--- src/rtl/dma_ctrl.sv ---
// Memory-to-memory DMA engine for the 65C02 bus: stalls the CPU through rdy,
// copies LEN bytes from SRC to DST in bursts, then raises done/irq.
module dma_ctrl #(
  parameter int BURST      = 16,
  parameter int GAP_CYCLES = 4
) (
  input  logic        clk,
  input  logic        reset,
  input  logic        cs,
  input  logic        we,
  input  logic [2:0]  addr,
  input  logic [7:0]  din,
  output logic [7:0]  dout,
  output logic        rdy,
  output logic        irq,
  output logic        dma_act,
  output logic [15:0] dma_ab,
  output logic        dma_we,
  output logic [7:0]  dma_do,
  input  logic [7:0]  dma_di
);

  typedef enum logic [2:0] {IDLE, RD, WR, REL, GAP} state_t;

  localparam logic [7:0] BURST_LAST = 8'(BURST - 1);
  localparam logic [3:0] GAP_LAST   = 4'(GAP_CYCLES - 1);

  state_t      state, state_nxt;
  logic [15:0] src, dst, len;
  logic        ien, src_fix, dst_fix, done;
  logic [7:0]  bcnt;
  logic [3:0]  gcnt;
  logic [7:0]  rdata;
  logic        busy, ctrl_wr, stat_wr, reg_wr, start_ok, abort_wr, done_set;

  assign busy     = (state != IDLE);
  assign ctrl_wr  = cs & we & (addr == 3'd6);
  assign stat_wr  = cs & we & (addr == 3'd7);
  assign reg_wr   = cs & we & ~busy;
  // Abort has priority over start when both bits arrive in one write.
  assign start_ok = ctrl_wr & din[0] & ~din[4];
  assign abort_wr = ctrl_wr & din[4];
  assign done_set = ((state == REL) && (len == 16'd0)) ||
                    ((state == IDLE) && start_ok && (len == 16'd0));
  assign irq      = done & ien;

  always_comb begin
    state_nxt = state;
    rdy       = 1'b1;
    dma_act   = 1'b0;
    dma_we    = 1'b0;
    dma_ab    = 16'h0000;
    dma_do    = 8'h00;
    case (state)
      IDLE: if (start_ok && (len != 16'd0)) state_nxt = RD;
      RD: begin
        rdy       = 1'b0;
        dma_act   = 1'b1;
        dma_ab    = src;
        state_nxt = WR;
      end
      WR: begin
        rdy     = 1'b0;
        dma_act = 1'b1;
        dma_ab  = dst;
        dma_we  = 1'b1;
        dma_do  = dma_di;
        if ((len == 16'd1) || (bcnt == BURST_LAST)) state_nxt = REL;
        else                                        state_nxt = RD;
      end
      // One stalled cycle with the bus released so memory re-reads CPU_AB.
      REL: begin
        rdy       = 1'b0;
        state_nxt = (len == 16'd0) ? IDLE : GAP;
      end
      GAP: begin
        if (abort_wr)              state_nxt = IDLE;
        else if (gcnt == GAP_LAST) state_nxt = RD;
      end
      default: state_nxt = IDLE;
    endcase
  end

  always_comb begin
    rdata = 8'h00;
    case (addr)
      3'd0: rdata = src[7:0];
      3'd1: rdata = src[15:8];
      3'd2: rdata = dst[7:0];
      3'd3: rdata = dst[15:8];
      3'd4: rdata = len[7:0];
      3'd5: rdata = len[15:8];
      3'd6: rdata = {4'b0000, dst_fix, src_fix, ien, 1'b0};
      3'd7: rdata = {done, 6'b000000, busy};
      default: rdata = 8'h00;
    endcase
  end

  always_ff @(posedge clk) begin
    if (reset) begin
      state   <= IDLE;
      src     <= 16'h0000;
      dst     <= 16'h0000;
      len     <= 16'h0000;
      ien     <= 1'b0;
      src_fix <= 1'b0;
      dst_fix <= 1'b0;
      done    <= 1'b0;
      bcnt    <= 8'h00;
      gcnt    <= 4'h0;
      dout    <= 8'h00;
    end else begin
      state <= state_nxt;
      if (reg_wr) begin
        case (addr)
          3'd0: src[7:0]  <= din;
          3'd1: src[15:8] <= din;
          3'd2: dst[7:0]  <= din;
          3'd3: dst[15:8] <= din;
          3'd4: len[7:0]  <= din;
          3'd5: len[15:8] <= din;
          default: ;
        endcase
      end
      if (ctrl_wr) begin
        ien     <= din[1];
        src_fix <= din[2];
        dst_fix <= din[3];
      end
      if (state == WR) begin
        src <= src + {15'd0, ~src_fix};
        dst <= dst + {15'd0, ~dst_fix};
        len <= len - 16'd1;
      end
      if (state == WR)      bcnt <= bcnt + 8'd1;
      else if (state != RD) bcnt <= 8'h00;
      gcnt <= (state == GAP) ? gcnt + 4'd1 : 4'h0;
      if (done_set)     done <= 1'b1;
      else if (stat_wr) done <= 1'b0;
      if (cs && !we) dout <= rdata;
    end
  end

endmodule
--- config.mk ---
export PLATFORM = sky130hd
export DESIGN_NAME = dma_ctrl
export DESIGN_NICKNAME = d
export VERILOG_FILES = /design/src/rtl/dma_ctrl.sv
export SDC_FILE = /design/constraint.sdc
export NUM_CORES = 1
export LEC_CHECK = 0
export CORE_MARGIN = 4
export CORE_UTILIZATION = 50
export DETAILED_ROUTE_END_ITERATION = 8
export HOLD_SLACK_MARGIN = 0.05
export PLACE_DENSITY = 0.86
export SLEW_MARGIN = 20
export SYNTH_ARGS = -nofsm -noshare
export SYNTH_HDL_FRONTEND = slang
export SYNTH_SLANG_ARGS = --single-unit
--- constraint.sdc ---
create_clock -name clk -period 2.04 [get_ports clk]
set_input_delay 0.306 -clock clk [delete_from_list [all_inputs] [get_ports clk]]
set_output_delay 0.306 -clock clk [all_outputs]
set_load 0.05 [all_outputs]
# Word-level counts from Yosys, hierarchy flattened
# Index checks and enable logic that the tools add are counted.
[classes]
add_sub_neg = 5
multipliers = 0
div = 0
order_cmp = 0
n_eq_ne = 17
shift = 0
mux = 28
n_bitwise = 13
n_reduce_logical = 32
[ops]
columns = ["cell", "n"]
rows = [
  ["$mux W16", 6],
  ["$mux W8", 9],
  ["$pmux W8 S8", 1],
  ["$add A16 B1 Y16", 2],
  ["$pmux W16 S2", 1],
  ["$reduce_bool A2 Y1", 9],
  ["$eq A16 B1 Y1 const B", 1],
  ["$logic_not A16 Y1", 1],
  ["$reduce_bool A16 Y1", 1],
  ["$sub A16 B1 Y16 const B", 1],
  ["$eq A3 B3 Y1 const B", 5],
  ["$pmux W3 S5", 1],
  ["$reduce_and A2 Y1", 7],
  ["$eq A3 B2 Y1 const B", 4],
  ["$mux W3", 4],
  ["$add A8 B1 Y8 const B", 1],
  ["$and A1 B1 Y1", 8],
  ["$eq A8 B4 Y1 const B", 1],
  ["$eq A3 B1 Y1 const B", 2],
  ["$logic_not A3 Y1", 2],
  ["$logic_and A1 B1 Y1", 5],
  ["$mux W1", 5],
  ["$not A1 Y1", 5],
  ["$add A4 B1 Y4 const B", 1],
  ["other kinds (10)", 12],
]
[totals]
regBits = 75
latch_bits = 0
ramBits = 0
rom_bits = 0
output_inout_bits = 36
word_cells = 109
mem_count = 0

# Logic depth before layout (Yosys ltp)
[logic_depth]
word_depth = 8
mapped_depth = 8
depth_no_buf = 7

# Worst setup path after synthesis
# Ideal clock, no wire load.
[synth_timing]
path_kind = "reg2out"
start = "register state[0]"
end = "output dma_ab[12]"
arrival_time_ns = 2.523
required_time_ns = 1.734
setup_slack_ns = -0.789
path_stages_with_launch = 8
cell_sequence = "dfxtp_1 clkbuf_2 or3b_4 inv_1 clkbuf_1 buf_1 nand2_1 o21ai_0"
[synth_via]
elab_chain_cells = 2
word_cells_on_any_way = 3
[synth_lines]
columns = ["element", "line", "text"]
rows = [
  ["start: declaration", "28", "state_t state, state_nxt;"],
  ["start signal: assignment", "113", "state <= state_nxt;"],
  ["$eq A3 B2 Y1 / $eq A3 B1 Y1 (equally long branches)", "54", "case (state)"],
  ["$pmux W16 S2 (*)", "54", ""],
  ["end: declaration", "17", "output logic [15:0] dma_ab,"],
]
# Every way passes the cells marked *; elsewhere a longest branch is shown, timed or not.

# Worst setup path after layout
[layout_timing]
start = "register state[2]"
end = "output dma_ab[10]"
# Same word-level chain as after synthesis.

==> impl_metrics.env <==
export IMPL_status="complete, but fails checks"
export IMPL_violations="setup timing"
export IMPL_avgSynthCellArea_um2=7.57
export IMPL_cts_hold_buf=0
export IMPL_p_leak_nw=2.71
export IMPL_gp_congestion=1.02
export IMPL_start_util_pct=51.5
export IMPL_vias=6436
export IMPL_synthFlopType="dfxtp_1"
export IMPL_setup_viol=22
export IMPL_fin_area_um2=7190
export IMPL_antenna_left=0
export IMPL_yosysSeqAreaShare_pct=29.7
export IMPL_slew_headroom_pct=63.6
export IMPL_rows=36
export IMPL_clockBufferDepth=2
export IMPL_async_flop_share_pct=0
export IMPL_cp_common_cell="buf_12"
export IMPL_synth_edf_count=0
export IMPL_groute_usage_overall_pct=37.9
export IMPL_arrival_ns=1.84
export IMPL_drt_iter0_drc=743
export IMPL_htreeDepth=3
export IMPL_finalHoldViolations=0
export IMPL_startpoint="state[2]"
export IMPL_maxCapViolations=0
export IMPL_n_antenna_cell=0
export IMPL_hold_path_class="in2reg"
export IMPL_clk_insertion_delay_late_ns=0.38
export IMPL_via_per_inst=6.89
export IMPL_syn_cell_area_um2=5060
export IMPL_finalClockSkew_ns=0.0177
export IMPL_antenna_found_initial=0
export IMPL_coreArea_um2=9820
export IMPL_critPathMaxFanout=10
export IMPL_root_buffer="clkbuf_8"
export IMPL_fmax_mhz=467
export IMPL_most_common_layout_cells="108 x buf_4, 73 x dfxtp_1, 47 x a21oi_1"
export IMPL_ios=59
export IMPL_nets=828
export IMPL_synth_seq_cells=75
export IMPL_worstPathCellList="or3b_4 -> clkinvlp_4 -> buf_12 -> and2_4 -> a21o_1 -> buf_12"
export IMPL_cp_start_kind="flip-flop"
export IMPL_yosys_warnings=0
export IMPL_rsz0062_at_grt="true"
export IMPL_postSynthCellCount=668
export IMPL_syn_to_final_growth_pct=42.1
export IMPL_route_detailed_drc=0
export IMPL_finalWorstSetupSlack_ns=-0.103
export IMPL_total_power_mw=3.40
export IMPL_grt_pass1_wl_um=33800
export IMPL_first_global_vias=6134
export IMPL_final_common_cell="buf_4"
export IMPL_cp_end_kind="output port"
export IMPL_drive_gt1_share_pct=25.6
export IMPL_tightest_slew_ns=0.544
export IMPL_yosysUniqueCellTypes=69
export IMPL_wl_um=22000
export IMPL_final_period_utilization_pct=105
export IMPL_cts_tree="built"
export IMPL_multiInputGateArea_um2=3440
export IMPL_dr_pass1_iters=5
export IMPL_place_hpwl_um=16200
export IMPL_cp_slowest_cell="or3b_4"
export IMPL_regArea_um2=1500
export IMPL_hold_start="reset"
export IMPL_postPlaceCellArea_um2=6730
export IMPL_period_needed_ns=2.14
export IMPL_cts_buffers=9
export IMPL_pwr_density_cell_nw_per_um2=473
export IMPL_worstSetupPathType="reg2out"
export IMPL_r2r_start="state[2]"
export IMPL_grt_max_degree=42
export IMPL_dieHeight_um=109
export IMPL_max_stage_delay_ns=0.41
export IMPL_post_route_util_pct=73.2
export IMPL_die_area_um2=11800
export IMPL_routedWlPerCell_um=23.6
export IMPL_clk_pin_slew_ns=0.09
export IMPL_maxSlewViolCount=0
export IMPL_required_ns=1.73
export IMPL_fill_cells=810
export IMPL_die_width_um=109
export IMPL_ir_drop_uv=385
export IMPL_grt_ovfl_total=0
export IMPL_cts_sinks=75
export IMPL_portBuffers=58
export IMPL_synth_nets=700
flip-flops by register name, summed over array words and instances (netlist names):
register and flops:
bcnt 8, done 1, dout 8, dst 16, dst_fix 1, gcnt 4, ien 1, len 16
src 16, src_fix 1, state 3
cell families (layout without fill, tap and decap cells):
logic type,after synthesis,count (layout),synth area share (%)
and+or+nand+nor,279,279,30.0
AOI/OAI and AO/OA,209,209,28.7
buffers and inverters,79,212,6.21
DFF,75,75,29.7
muxes,11,11,2.20
adders and majority gates,9,9,2.23
xor gates and xnor gates,6,6,1.04
timing repair:
item / 4_1_cts / 5_1_grt
gates resized for setup: 22 / 10
cloned: 1 / 0
pin swaps: 2 / 2
setup buffers: 8 / 0
setup endpoints to repair: 29 / 38
path summary, 6_finish.rpt:
path | depth (start not counted) | slack (ns) | to
worst min-delay path | 2 | 0.26 | src[15]
worst max register to register | 6 | -0.03 | dst[13]
worst min register to register | 2 | 0.47 | dout[4]
worst max-delay path | 6 | -0.10 | dma_ab[10]
report_power, final:
| group | switching, mW | internal (mW) |
|---|---|---|
| Sequential | 0.0315 | 1.49 |
| Combinational | 0.317 | 0.221 |
| Clock | 0.619 | 0.725 |
| Total | 0.968 | 2.43 |
final cells by class:
type	count	share of cell area, %
Clock inverter	6	1.22
Tap cell	133	2.31
Sequential cell	75	20.9
Multi-Input combinational cell	514	47.9
Inverter	23	1.25
Timing Repair Buffer	173	24.5
Clock buffer	10	1.91
layer usage:
layer	up-vias	global-route usage, %	share of wire (%)
met4	0	23.2	5.7
met1	3016	50.1	39
met5	-	0	0
met3	116	8.00	12
met2	493	56.2	43
li1	2811	-	-
critical path: cells and delay by family (launching register included):
family                 cells  cell delay (ns)
AND/OR/NAND/NOR            2             0.56
flip-flops                 1             0.35
AO/OA/AOI/OAI              1             0.12
buffers and inverters      3             0.43
metrics by stage:
stage / hold slack (ns) / setup TNS [ns] / std cells / setup WS [ns]
after CTS: 0.244 / -1.18 / 935 / -0.102
after global routing: 0.272 / -2.26 / 934 / -0.147
after global placement: 0.428 / -0.341 / 910 / -0.0588
final: 0.262 / -1.34 / 934 / -0.103
after floorplan: 0.418 / -0.389 / 668 / -0.0495
after detailed placement: 0.451 / -0.735 / 910 / -0.122
cells in the mapped netlist, types with 3 or more instances:
library cell	number	area [um2]
buf_1	5	18.8
nor2b_1	8	50.1
or2_2	3	18.8
inv_1	23	86.3
clkbuf_1	42	158
o221ai_1	5	43.8
and4_1	5	43.8
and2_1	14	87.6
a22oi_1	7	52.6
nand4_1	15	93.8
mux2i_1	10	100
and3_1	9	56.3
o32a_1	3	30.0
o22ai_1	8	50.1
or4_1	6	45.0
nand3b_1	9	67.6
nor2_1	44	165
nand2b_1	7	43.8
or3_1	11	68.8
nor4b_1	3	26.3
a221oi_1	9	78.8
o211ai_1	10	75.1
and4b_1	3	30.0
nand3_1	40	200
a31oi_1	14	87.6
ha_1	9	113
o21ai_0	35	175
nand2_1	45	169
dfxtp_1	75	1500
nor3b_1	4	30.0
a311oi_1	6	52.6
xnor2_1	4	35.0
o2bb2ai_1	4	35.0
a211oi_1	8	60.1
buf_2	7	35.0
a21oi_1	47	235
a2111oi_0	3	26.3
a21o_1	5	37.5
a22o_1	11	96.3
nor4_1	18	113
nor3_1	27	135
a2bb2oi_1	5	43.8
o31a_1	6	52.6
(Power assumes the default switching activity.)
